$ cat src/rtl/wb_regfile.sv
// Writeback stage and 32x32 architectural register file of the mips32 pipeline.
// Selects ALU/load/link writeback data and serves two bypassed decode read ports.
module wb_regfile #(
  parameter int DATA_W    = 32,
  parameter int NREG_LOG2 = 5
) (
  input  logic                 clk,
  input  logic                 rst,
  input  logic [0:2]           controlIn,
  input  logic [2:0]           ldType,
  input  logic [DATA_W-1:0]    pcIn,
  input  logic [DATA_W-1:0]    memDataIn,
  input  logic [DATA_W-1:0]    aluResultIn,
  input  logic [NREG_LOG2-1:0] destRegIn,
  input  logic [NREG_LOG2-1:0] rs1Addr,
  input  logic [NREG_LOG2-1:0] rs2Addr,
  output logic [DATA_W-1:0]    rs1Data,
  output logic [DATA_W-1:0]    rs2Data,
  output logic [DATA_W-1:0]    wbData,
  output logic [NREG_LOG2-1:0] wbReg,
  output logic                 wbEn
);

  localparam int NREG = 1 << NREG_LOG2;

  localparam logic [2:0] LD_LH  = 3'b001;
  localparam logic [2:0] LD_LHU = 3'b010;
  localparam logic [2:0] LD_LB  = 3'b011;
  localparam logic [2:0] LD_LBU = 3'b100;

  localparam logic [1:0] SEL_MEM  = 2'b01;
  localparam logic [1:0] SEL_LINK = 2'b10;

  logic              regWrite;
  logic [1:0]        wbSel;
  logic [7:0]        loadByte;
  logic [15:0]       loadHalf;
  logic [DATA_W-1:0] loadValue;
  logic [DATA_W-1:0] linkAddr;
  logic [DATA_W-1:0] wbData_d;
  logic [DATA_W-1:0] regFile_q [NREG];

  assign regWrite = controlIn[0];
  assign wbSel    = controlIn[1:2];
  assign linkAddr = pcIn + DATA_W'(8);

  // Big-endian lane select: byte offset 0 is the most significant byte.
  always_comb begin
    loadByte = memDataIn[31:24];
    case (aluResultIn[1:0])
      2'd0: loadByte = memDataIn[31:24];
      2'd1: loadByte = memDataIn[23:16];
      2'd2: loadByte = memDataIn[15:8];
      2'd3: loadByte = memDataIn[7:0];
      default: loadByte = memDataIn[31:24];
    endcase
  end

  assign loadHalf = aluResultIn[1] ? memDataIn[15:0] : memDataIn[31:16];

  always_comb begin
    loadValue = memDataIn;
    case (ldType)
      LD_LH:   loadValue = {{(DATA_W-16){loadHalf[15]}}, loadHalf};
      LD_LHU:  loadValue = {{(DATA_W-16){1'b0}}, loadHalf};
      LD_LB:   loadValue = {{(DATA_W-8){loadByte[7]}}, loadByte};
      LD_LBU:  loadValue = {{(DATA_W-8){1'b0}}, loadByte};
      default: loadValue = memDataIn;
    endcase
  end

  always_comb begin
    wbData_d = aluResultIn;
    case (wbSel)
      SEL_MEM:  wbData_d = loadValue;
      SEL_LINK: wbData_d = linkAddr;
      default:  wbData_d = aluResultIn;
    endcase
  end

  assign wbData = wbData_d;
  assign wbReg  = destRegIn;
  // Held low during reset so nothing is bypassed or written while rst is asserted.
  assign wbEn   = regWrite && (destRegIn != '0) && !rst;

  always_ff @(posedge clk or posedge rst) begin
    if (rst) begin
      for (int i = 0; i < NREG; i++) begin
        regFile_q[i] <= '0;
      end
    end else if (wbEn) begin
      regFile_q[destRegIn] <= wbData_d;
    end
  end

  // Register 0 reads as zero regardless of storage; same-cycle writes bypass.
  always_comb begin
    rs1Data = regFile_q[rs1Addr];
    if (rs1Addr == '0) begin
      rs1Data = '0;
    end else if (wbEn && (rs1Addr == destRegIn)) begin
      rs1Data = wbData_d;
    end
  end

  always_comb begin
    rs2Data = regFile_q[rs2Addr];
    if (rs2Addr == '0) begin
      rs2Data = '0;
    end else if (wbEn && (rs2Addr == destRegIn)) begin
      rs2Data = wbData_d;
    end
  end

endmodule

$ cat config.mk
export PLATFORM = sky130hd
export DESIGN_NAME = wb_regfile
export DESIGN_NICKNAME = d
export VERILOG_FILES = /design/src/rtl/wb_regfile.sv
export SDC_FILE = /design/constraint.sdc
export NUM_CORES = 2
export LEC_CHECK = 0
export ABC_AREA = 1
export CAP_MARGIN = 20
export CORE_ASPECT_RATIO = 0.7
export CORE_UTILIZATION = 30
export DETAILED_ROUTE_END_ITERATION = 12
export PLACE_DENSITY = 0.48
export SLEW_MARGIN = 20
export SYNTH_ARGS = -nofsm -noshare
export SYNTH_HDL_FRONTEND = slang
export SYNTH_SLANG_ARGS = --single-unit
$ cat constraint.sdc
create_clock -name clk -period 41.2 [get_ports clk]
set_clock_uncertainty 0.1 [all_clocks]
set_input_delay 8.24 -clock clk [delete_from_list [all_inputs] [get_ports clk]]
set_output_delay 8.24 -clock clk [all_outputs]
set_load 0.02 [all_outputs]
# --- Word level (Yosys, flattened, before mapping) ---
# Index checks and enable logic that the tools add are counted.
word_totals:
  ff_bits: 1024
  input_bits: 119
  output_inout_bits: 102
  wordCells: 78
op_classes:
  add_sub_neg: 1
  n_lt_le_gt_ge: 4
  n_eq_ne: 11
  muxes: 17
  bitwise_logic: 3
  n_reduce_logical: 10
ops:
  columns: ["operator", "count"]
  rows:
  - ["$bwmux 1024", 1]
  - ["$bmux 32 s5", 2]
  - ["$mux 32", 9]
  - ["$demux 32 s5", 1]
  - ["$pmux 32 s4", 1]
  - ["$pmux 32 s2", 1]
  - ["$add 32x4->32 const B", 1]
  - ["$pmux 8 s4", 1]
  - ["$ge 6x6->1 const B", 3]
  - ["$not 5->6", 3]
  - ["$mux 16", 1]
  - ["$eq 5x5->1", 2]
  - ["$logic_not 5->1", 2]
  - ["$eq 2x2->1 const B", 3]
  - ["$eq 3x2->1 const B", 2]
  - ["$lt 6x1->1 const B", 1]
  - ["$logic_and 1x1->1", 5]
  - ["$reduce_bool 5->1", 1]
  - ["$eq 2x1->1 const B", 2]
  - ["$eq 3x1->1 const B", 1]
  - ["$eq 3x3->1 const B", 1]
  - ["$logic_not 2->1", 1]
  - ["$logic_not 1->1", 1]

# --- Longest topological paths before layout ---
depth:
  ltp_word: 6
  mapped_depth: 14
  mapped_depth_nobuf: 13

# --- Least setup slack after synthesis ---
# Ideal clock, no wire load.
synth_timing:
  path_kind: "input port to output port"
  from: "input port controlIn[2] (netlist bit)"
  to: "output port rs1Data[5]"
  t_arrival_ns: 10.025
  required_ns: 32.860
  slack_ns: 22.835
  path_stages: 11
  path_buffers: 3
  cell_sequence: "inv_1 ha_1 clkbuf_1 inv_1 clkbuf_1 clkbuf_1 or2_2 nand2_1 inv_1 nor2_1 nor2_1"
synth_between:
  elab_chain_cells: 4
  word_cells_on_any_way: 5
  classes_between: "2 x eq/ne; 3 x mux"
synth_rtl:
  columns: ["element", "line_no", "rtl"]
  rows:
  - ["start: declaration", "9", "input logic [0:2] controlIn,"]
  - ["$eq 2x2->1 / $eq 2x1->1 (equally long branches)", "74", "case (wbSel)"]
  - ["$pmux 32 s2 *", "74", null]
  - ["via wbData[5]", "19", "output logic [DATA_W-1:0] wbData,"]
  - ["$mux 32 *", "101", "end else if (wbEn && (rs1Addr == destRegIn)) begin"]
  - ["$mux 32 *", "99", "if (rs1Addr == '0) begin"]
  - ["end: declaration", "17", "output logic [DATA_W-1:0] rs1Data,"]
# Mark *: on every way through the listed nets, which the timed path passes. The rest lies on a longest branch.

# --- Worst setup path after layout ---
layout_timing:
  from: "input port destRegIn[4]"
  to: "output port rs2Data[21]"
layout_between:
  elab_chain_cells: 6
  word_cells_on_any_way: 7
  classes_between: "1 x eq/ne; 2 x mux; 4 x reduce/logical"
layout_rtl:
  columns: ["element", "line_no", "rtl"]
  rows:
  - ["start: declaration", "14", "input logic [NREG_LOG2-1:0] destRegIn,"]
  - ["$reduce_bool 5->1", "84", "assign wbEn = regWrite && (destRegIn != '0) && !rst;"]
  - ["$logic_and 1x1->1 (2 in a row)", "84", null]
  - ["$logic_and 1x1->1 *", "110", "end else if (wbEn && (rs2Addr == destRegIn)) begin"]
  - ["$mux 32 *", "110", null]
  - ["$mux 32 *", "108", "if (rs2Addr == '0) begin"]
  - ["end: declaration", "18", "output logic [DATA_W-1:0] rs2Data,"]
# Every way passes the cells marked *; elsewhere a longest branch is shown, timed or not.

==> flow_summary.json <==
{
  "status": "finished, final reports clean",
  "seqPwrFrac_pct": 43.1,
  "timing.rr.start": "regFile_q[456]$_DFFE_PP0P_",
  "slowest_stage": "clkdlybuf4s50_1",
  "regMostFlops": "regFile_q",
  "cts_tree": "built",
  "final_layout_size_suffix_gt1_share_pct": 5.26,
  "fmax_mhz": 45.8,
  "critPathRequiredTime_ns": 32.86,
  "yosysUniqueCellTypes": 27,
  "cts.sinks": 1024,
  "coreArea_um2": 194000,
  "crit_type": "input port to output pin",
  "period_share_pct": 53.0,
  "ys_seq_area_share_pct": 43.5,
  "avgViaCountPerCell": 5.54,
  "setup_tns_ns": 0,
  "clockRootBuffer": "clkbuf_16",
  "r2r_cells": 2,
  "vias": 61400,
  "hpwl_mm": 152,
  "yosys-top-cells-count": "3314 x nand2_1, 1987 x nand3_1, 1061 x o21ai_0, 1024 x dfrtp_1, 636 x clkbuf_1",
  "arrival_ns": 13.49,
  "r2r-end": "regFile_q[456]$_DFFE_PP0P_",
  "syn-num-nets": 8828,
  "ys.flop_type": "dfrtp_1",
  "hp-class": "register to register",
  "initial_core_util_pct": 30.3,
  "regArea_um2": 25600,
  "synth.avg_cell_area_um2": 6.77,
  "grt_pass1_wl_mm": 409,
  "grt_usage_pct": 27.5,
  "worst_pin_slew_ns": 1.19,
  "largest_register_ffs": 1024,
  "synth_most_common_cell": "nand2_1",
  "drt_pass1_iterations": 6,
  "relSlewSlack_pct": 20.5,
  "routabilityCongestion": 0.877,
  "rrSetupSlack_ns": 40.31,
  "grt_pass1_vias": 56900,
  "antenna_found_initial": 6,
  "clk_path_buf_depth": 3,
  "die_h_um": 373,
  "die_width_um": 532,
  "cp_slowest_stage_delay_ns": 0.80,
  "p_switching_w": 0.000987,
  "p_int_w": 0.00194,
  "cts_hold_buf": 0,
  "combinationalPowerShare_pct": 20.9,
  "ys_async_sr_fraction_pct": 100,
  "drc_errors": 0,
  "multi_input_area_um2": 29700,
  "ant_nets": 0,
  "syn_area_um2": 58900,
  "rsz0062_at_grt": "false",
  "rows": 135,
  "power_density_nw_per_um2": 44.0,
  "finalHoldWorstSlack_ns": 0.282,
  "period_minus_slack_ns": 21.83,
  "holdCritStartpoint": "regFile_q[1022]$_DFFE_PP0P_",
  "synthCells": 8706,
  "wire_per_inst_um": 25.3,
  "cts_setup_buffers": 0,
  "clkPwrFrac_pct": 36.0,
  "cts_resized": 0,
  "sw_frac_of_total_pct": 33.8,
  "synthTopCellsByArea": "dfrtp_1 43%, nand2_1 21%, nand3_1 17%",
  "vdd_drop_max_mv": 0.0342,
  "path_max_fanout": 24,
  "leakagePower_nw": 29.6,
  "cts_made_buffers": 109,
  "yosysTopAreaCellShare_pct": 43.5,
  "drt_iter0_markers": 8653,
  "pin_count": 221,
  "clock_latency_ns": 0.73,
  "overflow": 0,
  "drv_slew": 0,
  "area_growth_pct": 12.8,
  "hold_depth": 0,
  "ys_warn_count": 0,
  "setup_violations": 0,
  "synth_area_leader_cell": "dfrtp_1",
  "cap_violations": 0,
  "synth_edf_count": 0,
  "fin_nets": 8505,
  "synth_seq_cells": 1024,
  "final_hold_viol_count": 0,
  "path_clk_slew_ns": 0.07,
  "hold_end": "regFile_q[1022]$_DFFE_PP0P_",
  "largestRegisters": "regFile_q (1024)",
  "wl_mm": 280,
  "io_buffer_count": 220,
  "cp-start-kind": "input port",
  "critical_path.cell_chain": "clkdlybuf4s50_1 -> inv_1 -> nand3_1 -> o21ai_1 -> inv_2 -> nand3_4 -> buf_4 -> inv_2 -> buf_12 -> a21oi_1 -> clkdlybuf4s50_1",
  "die-area_um2": 198000,
  "grt_max_degree": 150,
  "nFillCells": 20800,
  "htree_levels": 3,
  "setup.worst_path.end_class": "output pin"
}
## metal layers
layer	up-vias	global-route usage (%)	wire, µm
met2	3238	41.1	119000
met1	29700	39.9	126000
met4	0	9.17	9970
li1	28000	-	-
met3	513	4.47	24700
met5	-	0	0
## worst max path at each step
stage / start / endpoint / slack, ns / cells past startpoint
floorplan: rst / regFile_q[0]$_DFFE_PP0P_ / 4.04 / 1
global placement: destRegIn[4] / rs2Data[21] / 19.60 / 10
detailed placement: destRegIn[4] / rs2Data[21] / 19.67 / 11
CTS: destRegIn[4] / rs2Data[21] / 19.65 / 11
global route: destRegIn[4] / rs2Data[21] / 19.43 / 11
finish: destRegIn[4] / rs2Data[21] / 19.37 / 11
## layout make-up
class	instances	share of cell area [%]
antenna	1	0.00376
clock buffer	156	4.82
clock inverter	46	0.770
inverter	200	1.21
multi-input combinational	6683	44.7
sequential	1024	38.5
tap	2603	4.90
timing repair buffer	365	5.07
## placed cells by master (no fill, tap or decap), drive strengths merged, types with 7 or more instances in the layout
master         count
clkinv            32
nand2           3318
clkinvlp           7
buf              154
nor3              15
clkdlybuf4s50    210
nor2              95
bufinv             7
nand3           1987
o211ai            34
dfrtp           1024
o21ai           1062
inv              200
clkbuf           157
or2               46
a21oi            107
## stage by stage
step,instances,util [%],setup WS [ns],total power (W),area (µm²)
floorplan,8706,-,4.04,0.00165,58900
global placement,10900,32.3,19.60,0.00187,62700
detailed placement,10900,32.3,19.67,0.00188,62700
CTS,11100,34.2,19.65,0.00293,66400
global route,11100,34.2,19.43,0.00307,66500
finish,11100,34.2,19.37,0.00292,66500
## cells by family (layout without fill, tap and decap cells)
group / count (synthesis) / after routing / share of synthesized area, %
AOI/OAI and AO/OA: 1206 / 1206 / 10.4
DFF: 1024 / 1024 / 43.5
xor gates and xnor gates: 6 / 6 / 0.0892
and+or+nand+nor: 5468 / 5468 / 39.4
buffers and inverters: 999 / 767 / 6.60
other: 0 / 1 / 0
adders and majority gates: 3 / 3 / 0.0637
## power groups by stage
stage / clock network, W / registers (W) / logic [W]
6_report: 0.00105 / 0.00126 / 0.000611
5_1_grt: 0.00111 / 0.00128 / 0.000683
4_1_cts: 0.00107 / 0.00126 / 0.000608
3_5_place_dp: 0 / 0.00127 / 0.000607
3_3_place_gp: 0 / 0.00127 / 0.000599
2_1_floorplan: 0 / 0.00125 / 0.000402
## worst max-delay path: cells and delay by family
kind,cells,cell delay [ns]
AOI/OAI and AO/OA,2,0.99
buffers and inverters,7,3.57
and+or+nand+nor,2,0.59
No activity file was read; power rests on OpenSTA's default activity.
